==> src/rtl/conv33_window_gen.sv <==
// Streaming 3x3 window generator: two line buffers plus a 3x3 shift window,
// emitting one registered window and enable pulse per unpadded output position.
module conv33_window_gen #(
  parameter int DATA_WIDTH = 8,
  parameter int IMG_W      = 28,
  parameter int IMG_H      = 28
) (
  input  logic                         clk,
  input  logic                         rst,
  input  logic                         start,
  input  logic signed [DATA_WIDTH-1:0] pix_in,
  input  logic                         pix_valid,
  output logic                         pix_ready,
  output logic signed [DATA_WIDTH-1:0] data_0_0,
  output logic signed [DATA_WIDTH-1:0] data_0_1,
  output logic signed [DATA_WIDTH-1:0] data_0_2,
  output logic signed [DATA_WIDTH-1:0] data_1_0,
  output logic signed [DATA_WIDTH-1:0] data_1_1,
  output logic signed [DATA_WIDTH-1:0] data_1_2,
  output logic signed [DATA_WIDTH-1:0] data_2_0,
  output logic signed [DATA_WIDTH-1:0] data_2_1,
  output logic signed [DATA_WIDTH-1:0] data_2_2,
  output logic                         win_valid,
  output logic [15:0]                  win_row,
  output logic [15:0]                  win_col,
  output logic                         busy,
  output logic                         frame_done
);

  typedef enum logic [1:0] {IDLE, RUN, DONE} state_t;

  localparam int          CW       = (IMG_W > 1) ? $clog2(IMG_W) : 1;
  localparam logic [15:0] LAST_COL = 16'(IMG_W - 1);
  localparam logic [15:0] LAST_ROW = 16'(IMG_H - 1);

  state_t      state, state_nxt;
  logic [15:0] row, col;
  logic [CW-1:0] col_idx;
  logic        accept, qualify;

  logic signed [DATA_WIDTH-1:0] lb0 [IMG_W];
  logic signed [DATA_WIDTH-1:0] lb1 [IMG_W];
  logic signed [DATA_WIDTH-1:0] win_p0  [3][3];
  logic signed [DATA_WIDTH-1:0] win_nxt [3][3];
  logic signed [DATA_WIDTH-1:0] data_p1 [3][3];

  assign col_idx = col[CW-1:0];
  assign accept  = pix_valid && (state == RUN);
  assign qualify = accept && (row >= 16'd2) && (col >= 16'd2);

  always_ff @(posedge clk or posedge rst) begin
    if (rst) state <= IDLE;
    else     state <= state_nxt;
  end

  always_comb begin
    state_nxt  = state;
    pix_ready  = 1'b0;
    busy       = 1'b0;
    frame_done = 1'b0;
    case (state)
      IDLE: if (start) state_nxt = RUN;
      RUN: begin
        pix_ready = 1'b1;
        busy      = 1'b1;
        if (accept && row == LAST_ROW && col == LAST_COL) state_nxt = DONE;
      end
      DONE: begin
        busy       = 1'b1;
        frame_done = 1'b1;
        state_nxt  = IDLE;
      end
      default: state_nxt = IDLE;
    endcase
  end

  always_ff @(posedge clk or posedge rst) begin
    if (rst) begin
      row <= '0;
      col <= '0;
    end else if (state == IDLE && start) begin
      row <= '0;
      col <= '0;
    end else if (accept) begin
      if (col == LAST_COL) begin
        col <= '0;
        row <= (row == LAST_ROW) ? 16'd0 : row + 16'd1;
      end else begin
        col <= col + 16'd1;
      end
    end
  end

  // p0: line buffers read old contents before the write lands (read-before-write)
  always_ff @(posedge clk) begin
    if (accept) begin
      lb1[col_idx] <= lb0[col_idx];
      lb0[col_idx] <= pix_in;
    end
  end

  always_comb begin
    for (int r = 0; r < 3; r++) begin
      win_nxt[r][0] = win_p0[r][1];
      win_nxt[r][1] = win_p0[r][2];
    end
    win_nxt[0][2] = lb1[col_idx];
    win_nxt[1][2] = lb0[col_idx];
    win_nxt[2][2] = pix_in;
  end

  always_ff @(posedge clk) begin
    if (accept) win_p0 <= win_nxt;
  end

  // p1: registered window outputs, updated only on qualifying accepts
  always_ff @(posedge clk or posedge rst) begin
    if (rst) begin
      win_valid <= 1'b0;
      win_row   <= '0;
      win_col   <= '0;
      for (int r = 0; r < 3; r++)
        for (int c = 0; c < 3; c++)
          data_p1[r][c] <= '0;
    end else begin
      win_valid <= qualify;
      if (qualify) begin
        data_p1 <= win_nxt;
        win_row <= row - 16'd2;
        win_col <= col - 16'd2;
      end
    end
  end

  assign data_0_0 = data_p1[0][0];
  assign data_0_1 = data_p1[0][1];
  assign data_0_2 = data_p1[0][2];
  assign data_1_0 = data_p1[1][0];
  assign data_1_1 = data_p1[1][1];
  assign data_1_2 = data_p1[1][2];
  assign data_2_0 = data_p1[2][0];
  assign data_2_1 = data_p1[2][1];
  assign data_2_2 = data_p1[2][2];

endmodule

==> config.mk <==
export PLATFORM = sky130hd
export DESIGN_NAME = conv33_window_gen
export DESIGN_NICKNAME = d
export VERILOG_FILES = /design/src/rtl/conv33_window_gen.sv
export SDC_FILE = /design/constraint.sdc
export NUM_CORES = 1
export LEC_CHECK = 0
export BUFFER_PORTS_ARGS = -buffer_cell sky130_fd_sc_hd__buf_2
export CAP_MARGIN = 20
export CORE_MARGIN = 2
export CORE_UTILIZATION = 40
export CTS_CLUSTER_DIAMETER = 50
export CTS_CLUSTER_SIZE = 28
export DETAILED_ROUTE_END_ITERATION = 8
export PLACE_DENSITY = 0.61
export SLEW_MARGIN = 20
export SYNTH_ARGS = -nofsm -noshare
export SYNTH_HDL_FRONTEND = slang
export SYNTH_SLANG_ARGS = --single-unit
export TNS_END_PERCENT = 1
==> constraint.sdc <==
create_clock -name clk -period 4.9 [get_ports clk]
set_input_delay 0.98 -clock clk [delete_from_list [all_inputs] [get_ports clk]]
set_output_delay 0.98 -clock clk [all_outputs]
set_load 0.05 [all_outputs]
# == Word-level counts from Yosys, hierarchy flattened ==
# Memory sizes are Yosys's and may differ from the RTL's.
# Cells that the tools add are included.
# classes
addsub,4
n_lt_le_gt_ge,2
n_eq_ne,6
muxes,15
n_reduce_logical,12
# ops
cell,n
$mux 16,7
$add 16x1->16 const B,2
$eq 16x5->1 const B,2
$ge 16x2->1 const B,2
$sub 16x2->16 const B,2
$logic_and 1x1->1,6
$mux 1,5
$mux 2,2
$pmux 2 s2,1
$reduce_and 2->1,2
$reduce_bool 2->1,2
$eq 2x1->1 const B,1
$eq 2x2->1 const B,1
$logic_not 2->1,1
$ne 2x1->1 const B,1
$ne 2x2->1 const B,1
$reduce_or 2->1,1
# totals
register_bits,187
ram_bits,448
out_inout_bits,108
wordCells,62
memories,2
# memory_table
memory,depth,word_bits,read_ports,rd_clocked_by_memory_dff,write_ports,line_no,rtl
lb0,28,8,1,0,1,41,logic signed [DATA_WIDTH-1:0] lb0 [IMG_W];
lb1,28,8,1,0,1,42,logic signed [DATA_WIDTH-1:0] lb1 [IMG_W];

# == Logic depth before layout (Yosys ltp) ==
# Gate-level depths: netlist (run 1).
# logic_depth
word_depth,6
mapped_depth,10
depth_no_buf,8

# == Least setup slack after synthesis (run 1) ==
# Ideal clock, no wire load.
# synth_timing
kind,register -> register
start,reg state[1]
end,"mem lb0[4][0], enable pin"
setup_time_ns,0.409
arrival_time_ns,3.377
slack_ns,1.113
stages_incl_launch_ff,7
n_path_buf,0
path_cell_list,dfrtp_1 -> inv_1 -> ha_1 -> nand2_1 -> clkinv_1 -> nand2_1 -> nor3_1
# synth_via
elab_chain_len,4
# synth_rtl
element,line_no,rtl
start: declaration,36,"state_t state, state_nxt;"
start signal: assignment,53,else state <= state_nxt;
$eq 2x1->1,48,assign accept = pix_valid && (state == RUN);
$logic_and 1x1->1,48,
net accept,39,"logic accept, qualify;"
$mux 1,96,if (accept) begin
$mux 1 (implied by the code),98,lb0[col_idx] <= pix_in;
end: declaration,41,
# The timed path passes the listed nets, and every way through them passes these cells.

==> metrics.txt, run 1 <==
Post-CTS Hold Buffers 0; HPWL after detailed placement 35.1 mm; headroom to the max-slew limit 27.8%; number of primary I/O pins 120; number of DRC violations after detailed routing 0; family with the most delay on the worst path buffers and inverters; Clock Latency Late Sink 0.65 ns; unique cell type count in the Yosys netlist 57; most common cell in the netlist edfxtp_1; slew of the pin with the lowest slew margin 1.08 ns; Layout Nets 1656; average footprint of a synthesized cell 17.0 um^2; fill cell count 5388; area taken by multi-input logic gates 6520 um^2; Largest stage delay, worst path 0.81 ns; yosys warns 0; start point of the critical path col[3]; number of storage elements in the synthesis netlist 635; Placement Rows 92; Die Wd 256 um; Crit Reg-Reg Startpoint col[3]; Hold Fails Final Rpt 0; data arrival time of the worst path 3.93 ns; Cell Area, Synth 25300 um^2; cell types with the highest counts after synthesis edfxtp_1, dfrtp_1, mux2i_1; setup-violating endpoint count in the final report 0; maximum number of buffers from clock root to sink 3; leakage power figure 0.00994 uW; Area Growth Syn to Fin 15.1%; starting DRC count in detailed routing 1162; Post-synth top flop edfxtp_1; clock skew after layout 0.0494 ns; worst IR drop on VDD 287 uV; critical register-to-register path endpoint data_1_2[6]; Post-Syn Instances 1488; required time worst endpoint 5.44 ns; largest cells by area after synthesis edfxtp_1, dfrtp_1, mux2i_1; Routed WL per cell 22.4 um; number of I/O port buffers 119; EDFF count, synth 496; crit-path most repeated cell buf_4; WP depth 7; H-Tree Level Count 2; highest clock rate 0.295 GHz; share of cells above drive strength 1 24.6%; highest net fanout along the worst path 46; number of resized instances in the post-cts repair step 0; worst hold margin 0.415 ns; worst path buffer plus inverter count 3; Detailed Routing Iterations Pass 1 7; area inside the core boundary 62900 um^2; Initial Utilization 40.3%; area share of the leading cell type in the synthesized netlist 58.8%; Synth async-reset ratio 21.9%; vias after detailed routing 13.7k; slowest cell on the critical path dfrtp_4; net count of the mapped netlist 1515; Antenna Nets Post-Route 0; antenna diode count 0; number of buffers created by CTS 59; Setup crit start kind flip-flop; initial antenna violation count 0; DIE HEIGHT 256 um; die area 65300 um^2; Critical Path, Cell by Cell buf_4 -> buf_4 -> mux4_2 -> o21ai_0 -> nand4_1 -> buf_4 -> mux2_2; Synth area leader edfxtp_1; global-route congestion overflow total 0; Worst R2R Path Depth 7; unrepaired setup endpoints after global routing no; areal power density over the cells 580 nW/um^2; Period minus WS final 3.39 ns; result of the run finished clean; clock sink total 635; TritonCTS clock tree done; max-cap violation count 0; register area 18400 um^2; period utilisation layout 69.2%; average via count per standard cell 5.42; vias in the first global route 13.8k; global-route wire length before repair 86.7 mm; Post-CTS Setup Inserts 0; combined global-route utilization of all metal layers 17.2%; largest net degree at the start of global routing 79; kind of capture point of the worst setup path flip-flop; Final Wtd Congestion 0.824; post-synthesis sequential area ratio 72.6%; Final Max Slew Viols 0; final wirelength 56.5 mm; kind of critical path reg -> reg; Setup TNS 0 ns; CTS root buffer clkbuf_16; clock slew at the register clock pins of the worst setup and hold paths 0.08 ns; type of the worst min-delay path in -> async; Worst R2R Setup Slack 1.51 ns
-- flip-flops by register name, summed over array words and instances, names as in the netlist, 16 cells and up --
| signal | flops |
|---|---|
| col | 16 |
| lb0 | 224 |
| lb1 | 224 |
| row | 16 |
| win_col | 16 |
| win_nxt | 48 |
| win_row | 16 |
-- layer usage --
metal | track usage [%] | wire [um] | part of all wire [%]
met5 | 0 | 0 | 0
met4 | 4.91 | 1330 | 2.4
met3 | 2.56 | 2670 | 4.7
met2 | 28.2 | 27300 | 48
met1 | 23.9 | 25200 | 45
-- placed cells by master (no fill, tap or decap), types with 47 or more instances in the layout --
cell type	netlist	layout
mux2_1	48	48
mux2_2	68	68
nand3_1	48	48
edfxtp_1	496	496
dfrtp_1	139	135
clkbuf_16	0	61
nor2_1	53	48
mux2i_1	134	134
buf_4	5	47
buf_2	22	119
a22oi_1	51	51
-- power breakdown --
| group | switching [uW] | leakage [uW] | internal [uW] |
|---|---|---|---|
| clock network | 2310 | 0.00101 | 2530 |
| logic | 3420 | 0.00275 | 1430 |
| registers | 363 | 0.00618 | 6850 |
| total | 6090 | 0.00994 | 10800 |
-- area by class of cell --
cell class | instances | area share, %
clock inverters | 50 | 1.94
flip-flops and latches | 635 | 63.1
well taps | 846 | 3.63
clock buffers | 61 | 5.24
inverters | 21 | 0.288
multi-input cells | 744 | 22.4
repair buffers | 168 | 3.39
-- per-stage QoR --
stage / cell area (um^2) / instances / power (uW) / util [%] / worst slack (ns)
2_1_floorplan: 25300 / 1488 / 10700 / - / 0.195
3_3_place_gp: 27000 / 2414 / 12100 / 43.0 / 1.56
3_5_place_dp: 27000 / 2414 / 12200 / 43.0 / 1.49
4_1_cts: 29100 / 2525 / 17100 / 46.3 / 1.51
5_1_grt: 29100 / 2525 / 17600 / 46.3 / 1.33
6_report: 29100 / 2525 / 16900 / 46.3 / 1.51
-- cells by family after synthesis --
kind of cell	count (synthesis)	share of synthesized area (%)
flip-flops	635	72.6
multiplexers	290	14.0
AND/OR/NAND/NOR	250	5.28
AO/OA/AOI/OAI	153	4.13
buffers and inverters	109	2.01
XOR/XNOR	36	1.25
adder cells (fa/ha/maj)	15	0.741
-- worst max-delay path by stage --
stage / endpoint / slack, ns
6_report: data_1_2[6] / 1.51
5_1_grt: data_1_1[7] / 1.33
4_1_cts: data_1_1[7] / 1.51
3_5_place_dp: data_2_0[7] / 1.49
3_3_place_gp: data_1_2[6] / 1.56
2_1_floorplan: col[0] / 0.20
Note: power is estimated with default switching activity, not from simulation.
==> inputs of run 2 (changes only) <==
Clock period 4.9 ns to 2.85 ns, I/O delays scaled along.
==> run 2 against run 1 <==
  * Sequential cell count is the same
  * Cell count rose by 2.7%
  * Maximum frequency grew 30%
  * Combinational power is 84% higher
  * Via count rose by 1.9%
  * Critical path depth down 1
  * Total power rose by 75%
  * Worst setup slack got worse by 1.3 ns
  * Clock power is 71% higher
  * Global-route usage up 0.70 points
  * Critical endpoint is now data_2_2[3]
  * Largest cell class unchanged
  * Highest routed layer unchanged
==> metrics.txt, run 2 (same netlist as run 1, synthesis figures left out) <==
highest clock rate 0.385 GHz; internal power of the cells 19000 uW; clock slew at the register clock pins of the worst setup and hold paths 0.07 ns; NetSw 10500 uW; max-cap violation count 0; antenna diode count 0; kind of capture point of the worst setup path flip-flop; Routed WL per cell 22.5 um; global-route congestion overflow total 0; Die Wd 256 um; worst slack, placed 0.268 ns; starting DRC count in detailed routing 1183; headroom to the max-slew limit 46.5%; data arrival time of the worst path 3.10 ns; number of I/O port buffers 119; slew of the pin with the lowest slew margin 0.803 ns; number of resized instances in the post-cts repair step 0; Period minus WS final 2.60 ns; clock skew after layout 0.0328 ns; Final Wtd Congestion 0.834; Hold Fails Final Rpt 0; Area Growth Syn to Fin 17.6%; worst IR drop on VDD 428 uV; Final Max Slew Viols 0; clock sink total 635; kind of critical path reg -> reg; DIE HEIGHT 256 um; HPWL after detailed placement 37.6 mm; launch instance of the worst min-delay path pix_valid; result of the run finished clean; H-Tree Level Count 2; Antenna Nets Post-Route 0; TritonCTS clock tree done; leakage power figure 0.0103 uW; final wirelength 58.4 mm; Detailed Routing Iterations Pass 1 5; area inside the core boundary 62900 um^2; Power, Total 29500 uW; maximum number of buffers from clock root to sink 3; number of DRC violations after detailed routing 0; Placement Rows 92; global-route wire length before repair 89.7 mm; Layout Nets 1723; most common library cell in the layout ignoring fill and taps edfxtp_1; Setup TNS 0 ns; number of primary I/O pins 120; setup-violating endpoint count in the final report 0; required time worst endpoint 3.35 ns; Worst Setup Slack, final 0.249 ns; standard cell area after detailed placement 27700 um^2; combined global-route utilization of all metal layers 17.9%; period utilisation layout 91.3%; areal power density over the cells 992 nW/um^2; clock share of power 28.0%; share of cells above drive strength 1 27.3%; initial antenna violation count 2; Setup crit start kind flip-flop; largest net degree at the start of global routing 52; number of buffers created by CTS 59; commonest non-fill, non-tap cells in the layout edfxtp_1, dfrtp_1, mux2i_1; unrepaired setup endpoints after global routing no; vias in the first global route 14.4k; count of placed standard cells including taps 2480; type of the worst min-delay path in -> reg; Worst R2R Setup Slack 0.25 ns; fraction of power spent switching nets 35.6%; Crit Reg-Reg Startpoint col[8]; Clock Latency Late Sink 0.63 ns; post-route non-filler standard cell count 2593; final instance area 29800 um^2; power share of the sequential group 41.7%; vias after detailed routing 13.9k; start point of the critical path col[8]; highest net fanout along the worst path 39; average via count per standard cell 5.38; die area 65300 um^2; fraction of power consumed by combinational cells 30.2%; Initial Utilization 40.3%; CTS root buffer clkbuf_16
==> run 2: cell types whose count changed in the layout (fill, tap and decap cells not counted), sizes merged <==
cell         before  now
clkinvlp          4    9
buf             168  234
dlygate4sd3       0    1
inv              47   38
clkinv           18   22
clkbuf           61   60
bufinv            2    4
==> run 2: power groups by stage <==
stage                     sequential (uW)  combinational [uW]  clock, uW
after floorplan                     14800                3700          0
after global placement              12500                8870          0
after detailed placement            12500                9000          0
after CTS                           12300                9020       8440
after global routing                12500                9480       8810
final                               12300                8930       8270
==> run 2: path summary, 6_finish.rpt <==
| kind | end | cells after the start |
|---|---|---|
| worst max-delay path | data_2_2[3] | 6 |
| worst min-delay path | col[0] | 4 |
| worst max register to register | data_2_2[3] | 6 |
| worst min register to register | win_nxt[64] | 0 |
| max in group asynchronous | win_col[13] | 4 |
| min in group asynchronous | data_0_1[5] | 3 |
==> run 2: timing repair <==
action,in CTS,in global routing
hold buffers,1,0
hold endpoints to repair,15,0
buffers inserted,0,0
==> run 2: stage by stage <==
step | hold WS, ns | utilization [%]
after global routing | 0.453 | 47.4
final | 0.408 | 47.4
after detailed placement | 0.427 | 44.0
after global placement | 0.424 | 44.0
after CTS | 0.381 | 47.4
after floorplan | 0.419 | -
==> run 2: area by class of cell <==
type                       instances  area, um^2
fill                            5379       33100
sequential                       635       18400
multi-input combinational        744        6470
timing repair buffer             235        1690
clock buffer                      60        1500
tap                              846        1060
clock inverter                    52         584
inverter                          21        82.6
==> run 2: per-layer routing <==
metal	vias up	GRT usage [%]	routed length, um
li1	6228	-	-
met1	7228	24.9	25900
met4	0	4.74	1200
met2	408	29.5	28100
met3	76	2.67	3190
met5	-	0	0
==> run 2: critical path, stage by stage, from the launching register on <==
cell      delay, ns
dfrtp_1        0.46
or4_4          0.62
nand3b_4       0.20
a211o_1        0.31
nand3_4        0.21
buf_12         0.26
mux2_2         0.37
==> inputs of run 3 (changes only) <==
Settings changed: PLACE_DENSITY 0.61 to 0.57.
==> run 3 against run 2 <==
  * Worst hold slack worse by 0.32 ns
  * Cell count fell by 0.23%
  * Worst setup slack got worse by 0.073 ns
  * Wire length is 1.1% higher
  * Critical endpoint is now data_0_2[4]
  * Highest routed layer unchanged
==> metrics.txt, run 3 (same netlist as run 1, synthesis figures left out) <==
most common library cell in the layout ignoring fill and taps edfxtp_1; period utilisation layout 93.8%; final instance area 29900 um^2; DIE HEIGHT 256 um; area inside the core boundary 62900 um^2; area taken by multi-input logic gates 6480 um^2; clock slew at the register clock pins of the worst setup and hold paths 0.07 ns; fill cell count 5405; data arrival time of the worst path 3.17 ns; Post-CTS Setup Inserts 0; worst slack, placed 0.0981 ns; worst path buffer plus inverter count 3; required time worst endpoint 3.35 ns; TritonCTS clock tree done; standard cell area after detailed placement 27600 um^2; Die Wd 256 um; clock skew after layout 0.0311 ns; CTS root buffer clkbuf_16; leakage power figure 0.0104 uW; Antenna Nets Post-Route 0; Placement Rows 92; average via count per standard cell 5.37; vias in the first global route 14.1k; final wirelength 59.1 mm; worst IR drop on VDD 394 uV; maximum number of buffers from clock root to sink 3; areal power density over the cells 1000 nW/um^2; largest net degree at the start of global routing 59; slew of the pin with the lowest slew margin 0.776 ns; number of DRC violations after detailed routing 0; Largest stage delay, worst path 0.56 ns; H-Tree Level Count 3; post-route core utilization 47.6%; antenna diode count 0; starting DRC count in detailed routing 1172; Final Max Slew Viols 0; Detailed Routing Iterations Pass 1 5; die area 65300 um^2; initial antenna violation count 1; Final Wtd Congestion 0.815; headroom to the max-slew limit 48.2%; family with the most delay on the worst path multiplexers; number of primary I/O pins 120; Clock Latency Late Sink 0.61 ns; register area 18400 um^2; clock sink total 635; Routed WL per cell 22.8 um; vias after detailed routing 13.9k; global-route wire length before repair 90.3 mm; Critical Path, Cell by Cell buf_12 -> buf_12 -> buf_4 -> mux4_2 -> o21ai_0 -> nand4_1 -> mux2_1; share of cells above drive strength 1 26.9%; HPWL after detailed placement 37.6 mm; result of the run finished clean; kind of critical path reg -> reg; max-cap violation count 0; highest clock rate 0.374 GHz; number of I/O port buffers 119; Setup crit start kind flip-flop; setup-violating endpoint count in the final report 0; highest net fanout along the worst path 20; type of the worst min-delay path in -> async; combined global-route utilization of all metal layers 18.2%; number of buffers created by CTS 66; slowest cell on the critical path dfrtp_4; Hold Fails Final Rpt 0; Worst Setup Slack, final 0.176 ns; Worst R2R Setup Slack 0.18 ns; Period minus WS final 2.67 ns; Power, Total 30000 uW; Area Growth Syn to Fin 18.1%; Initial Utilization 40.3%; kind of capture point of the worst setup path flip-flop; unrepaired setup endpoints after global routing no; commonest non-fill, non-tap cells in the layout edfxtp_1, dfrtp_1, mux2i_1; global-route congestion overflow total 0; Setup TNS 0 ns; Layout Nets 1719; crit-path most repeated cell buf_12
## run 3: routing by layer
layer	GRT usage (%)	wire length, um
met1	25.2	25900
met2	29.3	28600
met3	2.98	3140
met4	5.99	1410
met5	0	0
## run 3: repair_timing
item,in CTS,in global routing
endpoints found under the setup margin,0,6
gates resized for setup,0,2
hold buffers,0,0
hold endpoints to repair,0,0
## run 3: final timing paths
kind | from | end | cells after the start
max in group asynchronous | rst | col[1] | 3
setup / recovery | col[1] | data_0_2[4] | 7
setup reg to reg | col[1] | data_0_2[4] | 7
min in group clk | win_nxt[62] | win_nxt[70] | 0
hold / removal | rst | data_0_2[6] | 2
hold reg to reg | win_nxt[62] | win_nxt[70] | 0
## run 3: report_power, final
| group | leakage [uW] | total, uW | switching, uW | internal [uW] |
|---|---|---|---|---|
| clock network | 0.00110 | 8870 | 3830 | 5040 |
| registers | 0.00618 | 12400 | 605 | 11800 |
| logic | 0.00310 | 8760 | 6030 | 2730 |
## run 3: stage by stage
stage / std cells / hold slack, ns
floorplan: 1488 / 0.419
global placement: 2470 / 0.426
detailed placement: 2470 / 0.428
CTS: 2587 / 0.0934
global route: 2587 / 0.138
finish: 2587 / 0.0866
## run 3: cell type report
| cell class | instances | area share, % |
|---|---|---|
| Timing Repair Buffer | 224 | 5.47 |
| Sequential cell | 635 | 61.5 |
| Inverter | 21 | 0.276 |
| Clock inverter | 41 | 1.55 |
| Tap cell | 846 | 3.54 |
| Multi-Input combinational cell | 744 | 21.7 |
| Clock buffer | 76 | 6.01 |
## run 3: worst reg2reg max path, cell delays in order, from the launching register on
cell     delay (ns)
dfrtp_4        0.56
buf_12         0.23
buf_12         0.20
buf_4          0.22
mux4_2         0.52
o21ai_0        0.15
nand4_1        0.31
mux2_1         0.39
